--- src/rtl/mem_line_pkg.sv ---
// Shared types and helpers for the main_memory line controller.
package mem_line_pkg;

    typedef enum logic [1:0] {
        ST_IDLE,
        ST_ACCESS,
        ST_CAPTURE,
        ST_DONE
    } state_t;

    localparam int unsigned LINE_WORDS_DEF = 4;

    function automatic int unsigned off_width(input int unsigned line_words);
        return (line_words > 1) ? $clog2(line_words) : 1;
    endfunction

    // Next slot within a line; wraps without carrying into the line base.
    function automatic int unsigned slot_sel(input int unsigned start,
                                             input int unsigned step,
                                             input int unsigned line_words);
        return (start + step) & (line_words - 1);
    endfunction

endpackage

--- src/rtl/mem_line_buf.sv ---
// LINE_WORDS x DWIDTH line register file: per-slot write, parallel load, flat readout, async clear.
module mem_line_buf #(
    parameter int unsigned DWIDTH     = 32,
    parameter int unsigned LINE_WORDS = 4,
    parameter int unsigned OFF_W      = 2
) (
    input  logic                         clk,
    input  logic                         rst_n,
    input  logic                         i_wr_en,
    input  logic [OFF_W-1:0]             i_wr_idx,
    input  logic [DWIDTH-1:0]            i_wr_data,
    input  logic                         i_load,
    input  logic [LINE_WORDS*DWIDTH-1:0] i_load_data,
    output logic [LINE_WORDS*DWIDTH-1:0] o_rdata
);

    logic [DWIDTH-1:0] r_slot [LINE_WORDS];

    always_ff @(posedge clk or negedge rst_n) begin
        if (!rst_n) begin
            for (int unsigned i = 0; i < LINE_WORDS; i++) r_slot[i] <= '0;
        end else if (i_load) begin
            for (int unsigned i = 0; i < LINE_WORDS; i++)
                r_slot[i] <= i_load_data[i*DWIDTH +: DWIDTH];
        end else if (i_wr_en) begin
            r_slot[i_wr_idx] <= i_wr_data;
        end
    end

    for (genvar g = 0; g < LINE_WORDS; g++) begin : g_rd
        assign o_rdata[g*DWIDTH +: DWIDTH] = r_slot[g];
    end

endmodule

--- src/rtl/mem_line_ctrl.sv ---
// Line controller: whole-line fills/writebacks sequenced as one-word-per-cycle main_memory accesses.
// Define MEM_LINE_CRIT_WORD_EN for critical-word-first fills and the bus_crit_* early-word outputs.
module mem_line_ctrl
    import mem_line_pkg::*;
#(
    parameter int unsigned  AWIDTH     = 9,
    parameter int unsigned  DWIDTH     = 32,
    parameter int unsigned  LINE_WORDS = LINE_WORDS_DEF,
    localparam int unsigned OFF_W      = off_width(LINE_WORDS)
) (
    input  logic                         clk,
    input  logic                         reset_n,
    input  logic                         bus_req,
    input  logic                         bus_we,
    input  logic [AWIDTH-1:0]            bus_addr,
    input  logic [LINE_WORDS*DWIDTH-1:0] bus_wdata,
    output logic                         bus_busy,
    output logic                         bus_done,
    output logic [LINE_WORDS*DWIDTH-1:0] bus_rdata,
    output logic                         mem_rd,
    output logic                         mem_wr,
    output logic [AWIDTH-1:0]            mem_addr,
    output logic [DWIDTH-1:0]            mem_wdata,
    input  logic [DWIDTH-1:0]            mem_rdata,
    input  logic                         mem_ready
`ifdef MEM_LINE_CRIT_WORD_EN
    ,
    output logic                         bus_crit_valid,
    output logic [DWIDTH-1:0]            bus_crit_data
`endif
);

    state_t                    r_state;
    logic                      r_we;
    logic [AWIDTH-OFF_W-1:0]   r_base;
    logic [OFF_W-1:0]          r_off;
    logic [OFF_W-1:0]          r_cnt;
    logic                      r_cap_pend;
    logic [OFF_W-1:0]          r_cap_off;
    logic                      r_mem_rd;
    logic                      r_mem_wr;
    logic                      r_done;
    logic [OFF_W-1:0]          w_start_off;
    logic                      w_wload;
    logic [LINE_WORDS*DWIDTH-1:0] w_wline;
    logic [DWIDTH-1:0]         w_wword [LINE_WORDS];
    logic                      w_unused_ok;
`ifdef MEM_LINE_CRIT_WORD_EN
    logic                      r_crit_valid;

    assign w_start_off = bus_we ? '0 : bus_addr[OFF_W-1:0];
`else
    assign w_start_off = '0;
`endif

    assign w_unused_ok = ^{bus_addr[OFF_W-1:0], mem_ready};
    assign w_wload     = (r_state == ST_IDLE) && bus_req && bus_we;

    // Read data lags its access by one cycle, so the slot to fill is the previous offset.
    always_ff @(posedge clk or negedge reset_n) begin
        if (!reset_n) begin
            r_state    <= ST_IDLE;
            r_we       <= 1'b0;
            r_base     <= '0;
            r_off      <= '0;
            r_cnt      <= '0;
            r_cap_pend <= 1'b0;
            r_cap_off  <= '0;
            r_mem_rd   <= 1'b0;
            r_mem_wr   <= 1'b0;
            r_done     <= 1'b0;
`ifdef MEM_LINE_CRIT_WORD_EN
            r_crit_valid <= 1'b0;
`endif
        end else begin
            r_done     <= 1'b0;
            r_cap_pend <= 1'b0;
`ifdef MEM_LINE_CRIT_WORD_EN
            r_crit_valid <= 1'b0;
`endif
            case (r_state)
                ST_IDLE: begin
                    if (bus_req) begin
                        r_we     <= bus_we;
                        r_base   <= bus_addr[AWIDTH-1:OFF_W];
                        r_off    <= w_start_off;
                        r_cnt    <= '0;
                        r_mem_rd <= ~bus_we;
                        r_mem_wr <= bus_we;
                        r_state  <= ST_ACCESS;
                    end
                end
                ST_ACCESS: begin
                    r_off      <= OFF_W'(slot_sel(32'(r_off), 1, LINE_WORDS));
                    r_cnt      <= r_cnt + 1'b1;
                    r_cap_pend <= ~r_we;
                    r_cap_off  <= r_off;
`ifdef MEM_LINE_CRIT_WORD_EN
                    r_crit_valid <= ~r_we && (r_cnt == '0);
`endif
                    if (r_cnt == OFF_W'(LINE_WORDS - 1)) begin
                        r_mem_rd <= 1'b0;
                        r_mem_wr <= 1'b0;
                        if (r_we) begin
                            r_state <= ST_DONE;
                            r_done  <= 1'b1;
                        end else begin
                            r_state <= ST_CAPTURE;
                        end
                    end
                end
                ST_CAPTURE: begin
                    r_state <= ST_DONE;
                    r_done  <= 1'b1;
                end
                default: r_state <= ST_IDLE;
            endcase
        end
    end

    mem_line_buf #(.DWIDTH(DWIDTH), .LINE_WORDS(LINE_WORDS), .OFF_W(OFF_W)) u_wbuf (
        .clk         (clk),
        .rst_n       (reset_n),
        .i_wr_en     (1'b0),
        .i_wr_idx    ('0),
        .i_wr_data   ('0),
        .i_load      (w_wload),
        .i_load_data (bus_wdata),
        .o_rdata     (w_wline)
    );

    mem_line_buf #(.DWIDTH(DWIDTH), .LINE_WORDS(LINE_WORDS), .OFF_W(OFF_W)) u_rbuf (
        .clk         (clk),
        .rst_n       (reset_n),
        .i_wr_en     (r_cap_pend),
        .i_wr_idx    (r_cap_off),
        .i_wr_data   (mem_rdata),
        .i_load      (1'b0),
        .i_load_data ('0),
        .o_rdata     (bus_rdata)
    );

    for (genvar g = 0; g < LINE_WORDS; g++) begin : g_wword
        assign w_wword[g] = w_wline[g*DWIDTH +: DWIDTH];
    end

    assign bus_busy  = (r_state != ST_IDLE);
    assign bus_done  = r_done;
    assign mem_rd    = r_mem_rd;
    assign mem_wr    = r_mem_wr;
    assign mem_addr  = (r_mem_rd || r_mem_wr) ? {r_base, r_off} : '0;
    assign mem_wdata = r_mem_wr ? w_wword[r_off] : '0;
`ifdef MEM_LINE_CRIT_WORD_EN
    assign bus_crit_valid = r_crit_valid;
    assign bus_crit_data  = r_crit_valid ? mem_rdata : '0;
`endif

    a_rd_wr_excl: assert property (@(posedge clk) disable iff (!reset_n) !(mem_rd && mem_wr));
    a_ready_idle: assert property (@(posedge clk) disable iff (!reset_n) (mem_rd || mem_wr) |-> !mem_ready);

endmodule

--- config.mk ---
export PLATFORM = sky130hd
export DESIGN_NAME = mem_line_ctrl
export DESIGN_NICKNAME = d
export VERILOG_FILES = /design/src/rtl/mem_line_pkg.sv /design/src/rtl/mem_line_buf.sv /design/src/rtl/mem_line_ctrl.sv
export SDC_FILE = /design/constraint.sdc
export NUM_CORES = 1
export LEC_CHECK = 0
export CORE_MARGIN = 2
export CORE_UTILIZATION = 56
export CTS_BUF_LIST = sky130_fd_sc_hd__clkbuf_8
export DETAILED_ROUTE_END_ITERATION = 6
export PLACE_DENSITY = 0.89
export SYNTH_ARGS = -nofsm -noshare
export SYNTH_HDL_FRONTEND = slang
export SYNTH_HIERARCHICAL = 1
export SYNTH_SLANG_ARGS = --single-unit
--- constraint.sdc ---
create_clock -name clk -period 4.45 [get_ports clk]
set_input_delay 0.89 -clock clk [delete_from_list [all_inputs] [get_ports clk]]
set_output_delay 0.89 -clock clk [all_outputs]
set_load 0.02 [all_outputs]
==> summary.txt, run 1 <==
Setup path
  – CP required: 3560 ps
  – FF-to-FF End: u_wbuf/o_rdata[44]
  – CP Capture Type: output pin
  – R2r worst-path depth: 7
  – Critical path class: reg -> out
  – Arrival time at the worst endpoint: roughly 3000 ps
  – Critical Path Start Type: flip-flop
  – Reg-to-reg slack, setup: 1940 ps
  – CP Max Fanout: 20
  – Crit Reg-Reg Startpoint: r_state[1]

Clock network
  – Root Buffer: clkbuf_8
  – CTS Buf Count: 47
  – H-Tree Level Count: 2
  – Postcts setup bufs: 0
  – Hold_buf cts: 0
  – Clk buf depth: 3
  – Clock sink count: 276
  – Post-cts sizing count: 0
  – TritonCTS clock tree: done
  – Worst-Skew Late Latency: 560 ps
  – Clock transition at path regs: 70 ps

Timing
  – RSZ-0062 raised after global routing: no
  – Final setup fails: 0
  – Highest Clock Rate: ~250 MHz
  – Fin worst setup slack: 485 ps
  – Fin. max-slew vios: 0
  – Final Hold Fails: 0
  – Remaining max-slew budget at the tightest pin: a little over a third
  – Tightest Pin Transition: just under 1000 ps
  – Minimum clock period: 3970 ps
  – Setup Skew: roughly 41 ps
  – Final hold slack: roughly 440 ps
  – Setup TNS: 0 ps
  – Fin crit share: 89.1%

Synthesis
  – Syn Inst Count: 1570
  – Netlist cell types: 36
  – Post-Syn Area: 14500 µm²
  – Dominant cells by area after synthesis: dfrtp_1 48%, a21oi_1 17%, nor2b_1 12%
  – Async set-reset flop share out of synthesis: 100%
  – Top post-synthesis cells by count: 493 x a21oi_1, 276 x dfrtp_1, 267 x nor2b_1
  – Synth Warn #: 6
  – Sequential share of the synthesized area: 47.7%
  – Top-count cell post-synth: a21oi_1
  – Mapped Avg Cell Area: 9.23 µm²
  – EDFF count, synth: 0
  – Share of the synthesized area in the top cell type: 47.7%
  – Synth area leader: dfrtp_1
  – Synth Flop Type: dfrtp_1
  – Synthesis-stage register bit count: 276

Cells and area
  – Share of layout cells above drive strength 1: under 10%
  – Final #Nets: 2313
  – Fillers: 1692
  – P&R area growth vs syn: 36.2%

Detailed routing
  – Metal3 WL: 4.17 mm
  – DR iter-0 viols: 1375
  – # DRC: 12
  – Top sig layer: met5
  – Vias per std cell: 5.31
  – Drt total wl: 44.0 mm
  – Via count: 13.3k
  – ANT nets after route: 0
  – Met1 wire length: 16.4 mm
  – Detailed-route wire length per cell: 17.6 µm
  – Met2 WL: 21.3 mm
  – Pre-Repair DR Iteration Count: 7

Power and ir drop
  – PD cells: 526 nW/µm²
  – Leakage: around 9 nW
  – Maximum vdd drop: approximately 0.32 mV

Worst hold path
  – Hold Crit Class: in -> async

Placement
  – Setup WS pre-CTS: 1070 ps
  – I/O Buffers: 343
  – Routability cong.: 0.876
  – DP HPWL: 29.0 mm

Floorplanning
  – Row count: 58
  – DIE AREA: 27200 µm²
  – Height of the die: 165 µm
  – Die width: 165 µm
  – Core footprint: 25300 µm²
  – I/O pins: around 350
  – Initial Utilization: 57.2%

Outcome
  – Status: finished, violations left
  – Failing checks: DRC

GRT
  – First-pass GRT wire length: 69.0 mm
  – Grt total ovfl: 0
  – Vias in the first global route: 13.8k
  – Initial antenna violation count: 8
  – Overall global routing resource usage: 32.5%
  – Pin count of the biggest net entering global routing: 143

Job
  – Max-Cap Viols: 0
[area by class of cell]
class | instances | area (µm²) | area share (%)
diodes | 6 | 15.0 | 0.0761
flip-flops and latches | 276 | 6910 | 35.0
inverters | 7 | 26.3 | 0.133
multi-input cells | 1443 | 7830 | 39.7
repair buffers | 359 | 3600 | 18.2
well taps | 330 | 413 | 2.09
clock buffers | 60 | 826 | 4.18
clock inverters | 23 | 114 | 0.577
[how the worst max path moves through the flow]
stage / slack [ps] / cells after the start / to / start
4_1_cts: 430 / 4 / mem_wdata[14] / r_off[0]
2_1_floorplan: 2150 / 8 / u_wbuf/o_rdata[10] / bus_req
6_report: 480 / 4 / mem_wdata[19] / r_off[0]
3_5_place_dp: 1070 / 4 / mem_wdata[14] / r_off[0]
3_3_place_gp: 1080 / 4 / mem_wdata[13] / r_off[0]
5_1_grt: 320 / 4 / mem_wdata[14] / r_off[0]
[per-layer routing]
metal  vias up  track usage, %
met4         4            16.8
met2       701            54.9
met1      6268            38.3
met3       150            8.44
met5         -               0
li1       6169               -
[where the power goes]
group | internal [W] | total, W | switching, W | leakage, nW
logic | 0.00201 | 0.00405 | 0.00203 | 5.42
clock network | 0.00126 | 0.00228 | 0.00102 | 0.561
registers | 0.00338 | 0.00405 | 0.000664 | 3.18
total | 0.00666 | 0.0104 | 0.00372 | 9.17
[stage by stage]
stage / area [µm²] / instances / utilization [%] / total power, W
after CTS: 19700 / 2498 / 77.9 / 0.0103
after floorplan: 15600 / 1853 / - / 0.00653
after global routing: 19700 / 2502 / 77.9 / 0.0109
after detailed placement: 18800 / 2415 / 74.1 / 0.00804
final: 19700 / 2504 / 77.9 / 0.0104
after global placement: 18800 / 2415 / 74.1 / 0.00782
[placed cells by master (no fill, tap or decap), drive strengths merged]
| cell type | n |
|---|---|
| and2 | 32 |
| nand3b | 4 |
| nand3 | 3 |
| a31oi | 1 |
| xnor2 | 1 |
| diode | 6 |
| and3b | 4 |
| clkdlybuf4s50 | 342 |
| mux4 | 32 |
| o31ai | 1 |
| clkinv | 1 |
| nor2b | 267 |
| o21ai | 2 |
| mux2 | 11 |
| inv | 28 |
| nor3b | 2 |
| buf | 17 |
| or3b | 2 |
| mux2i | 3 |
| clkbuf | 60 |
| nor2 | 4 |
| a22o | 2 |
| conb | 284 |
| nand2 | 257 |
| nand2b | 4 |
| o22ai | 3 |
| bufinv | 1 |
| a21o | 1 |
| and3 | 2 |
| a211oi | 1 |
| dfrtp | 276 |
| a21oi | 513 |
| a32o | 1 |
| a32oi | 1 |
| ha | 5 |
[cells by family (layout without fill, tap and decap cells)]
group	Yosys count	in the layout	share of synthesized area (%)
flops	276	276	47.7
buf+inv	134	449	5.69
simple gates	581	581	21.2
fa+ha+maj	5	5	0.432
mux	46	46	6.04
other cells	1	290	0.0259
xor+xnor	1	1	0.0605
compound gates	526	526	18.9
[worst max-delay path, cell delays in order (launching register included)]
cell             delay (ps)
dfrtp_2                 830
buf_4                   390
mux4_2                  540
and2_1                  190
clkdlybuf4s50_1         540
[registers in the layout, indices dropped and copies added (netlist names)]
| signal | count |
|---|---|
| u_rbuf/o_rdata | 128 |
| u_wbuf/o_rdata | 128 |
| r_base | 7 |
| r_cap_off | 2 |
| r_cnt | 2 |
| r_off | 2 |
| r_state | 2 |
| bus_done | 1 |
| mem_rd | 1 |
| mem_wr | 1 |
| r_cap_pend | 1 |
| r_we | 1 |
Note: power is estimated with default switching activity, not from simulation.
==> run 2, diff against run 1 <==
Settings changed: CTS_CLUSTER_SIZE set to 24, TNS_END_PERCENT set to 100.
==> results of run 2 <==
The final DEF is identical to that of run 1; final timing and power are the same.
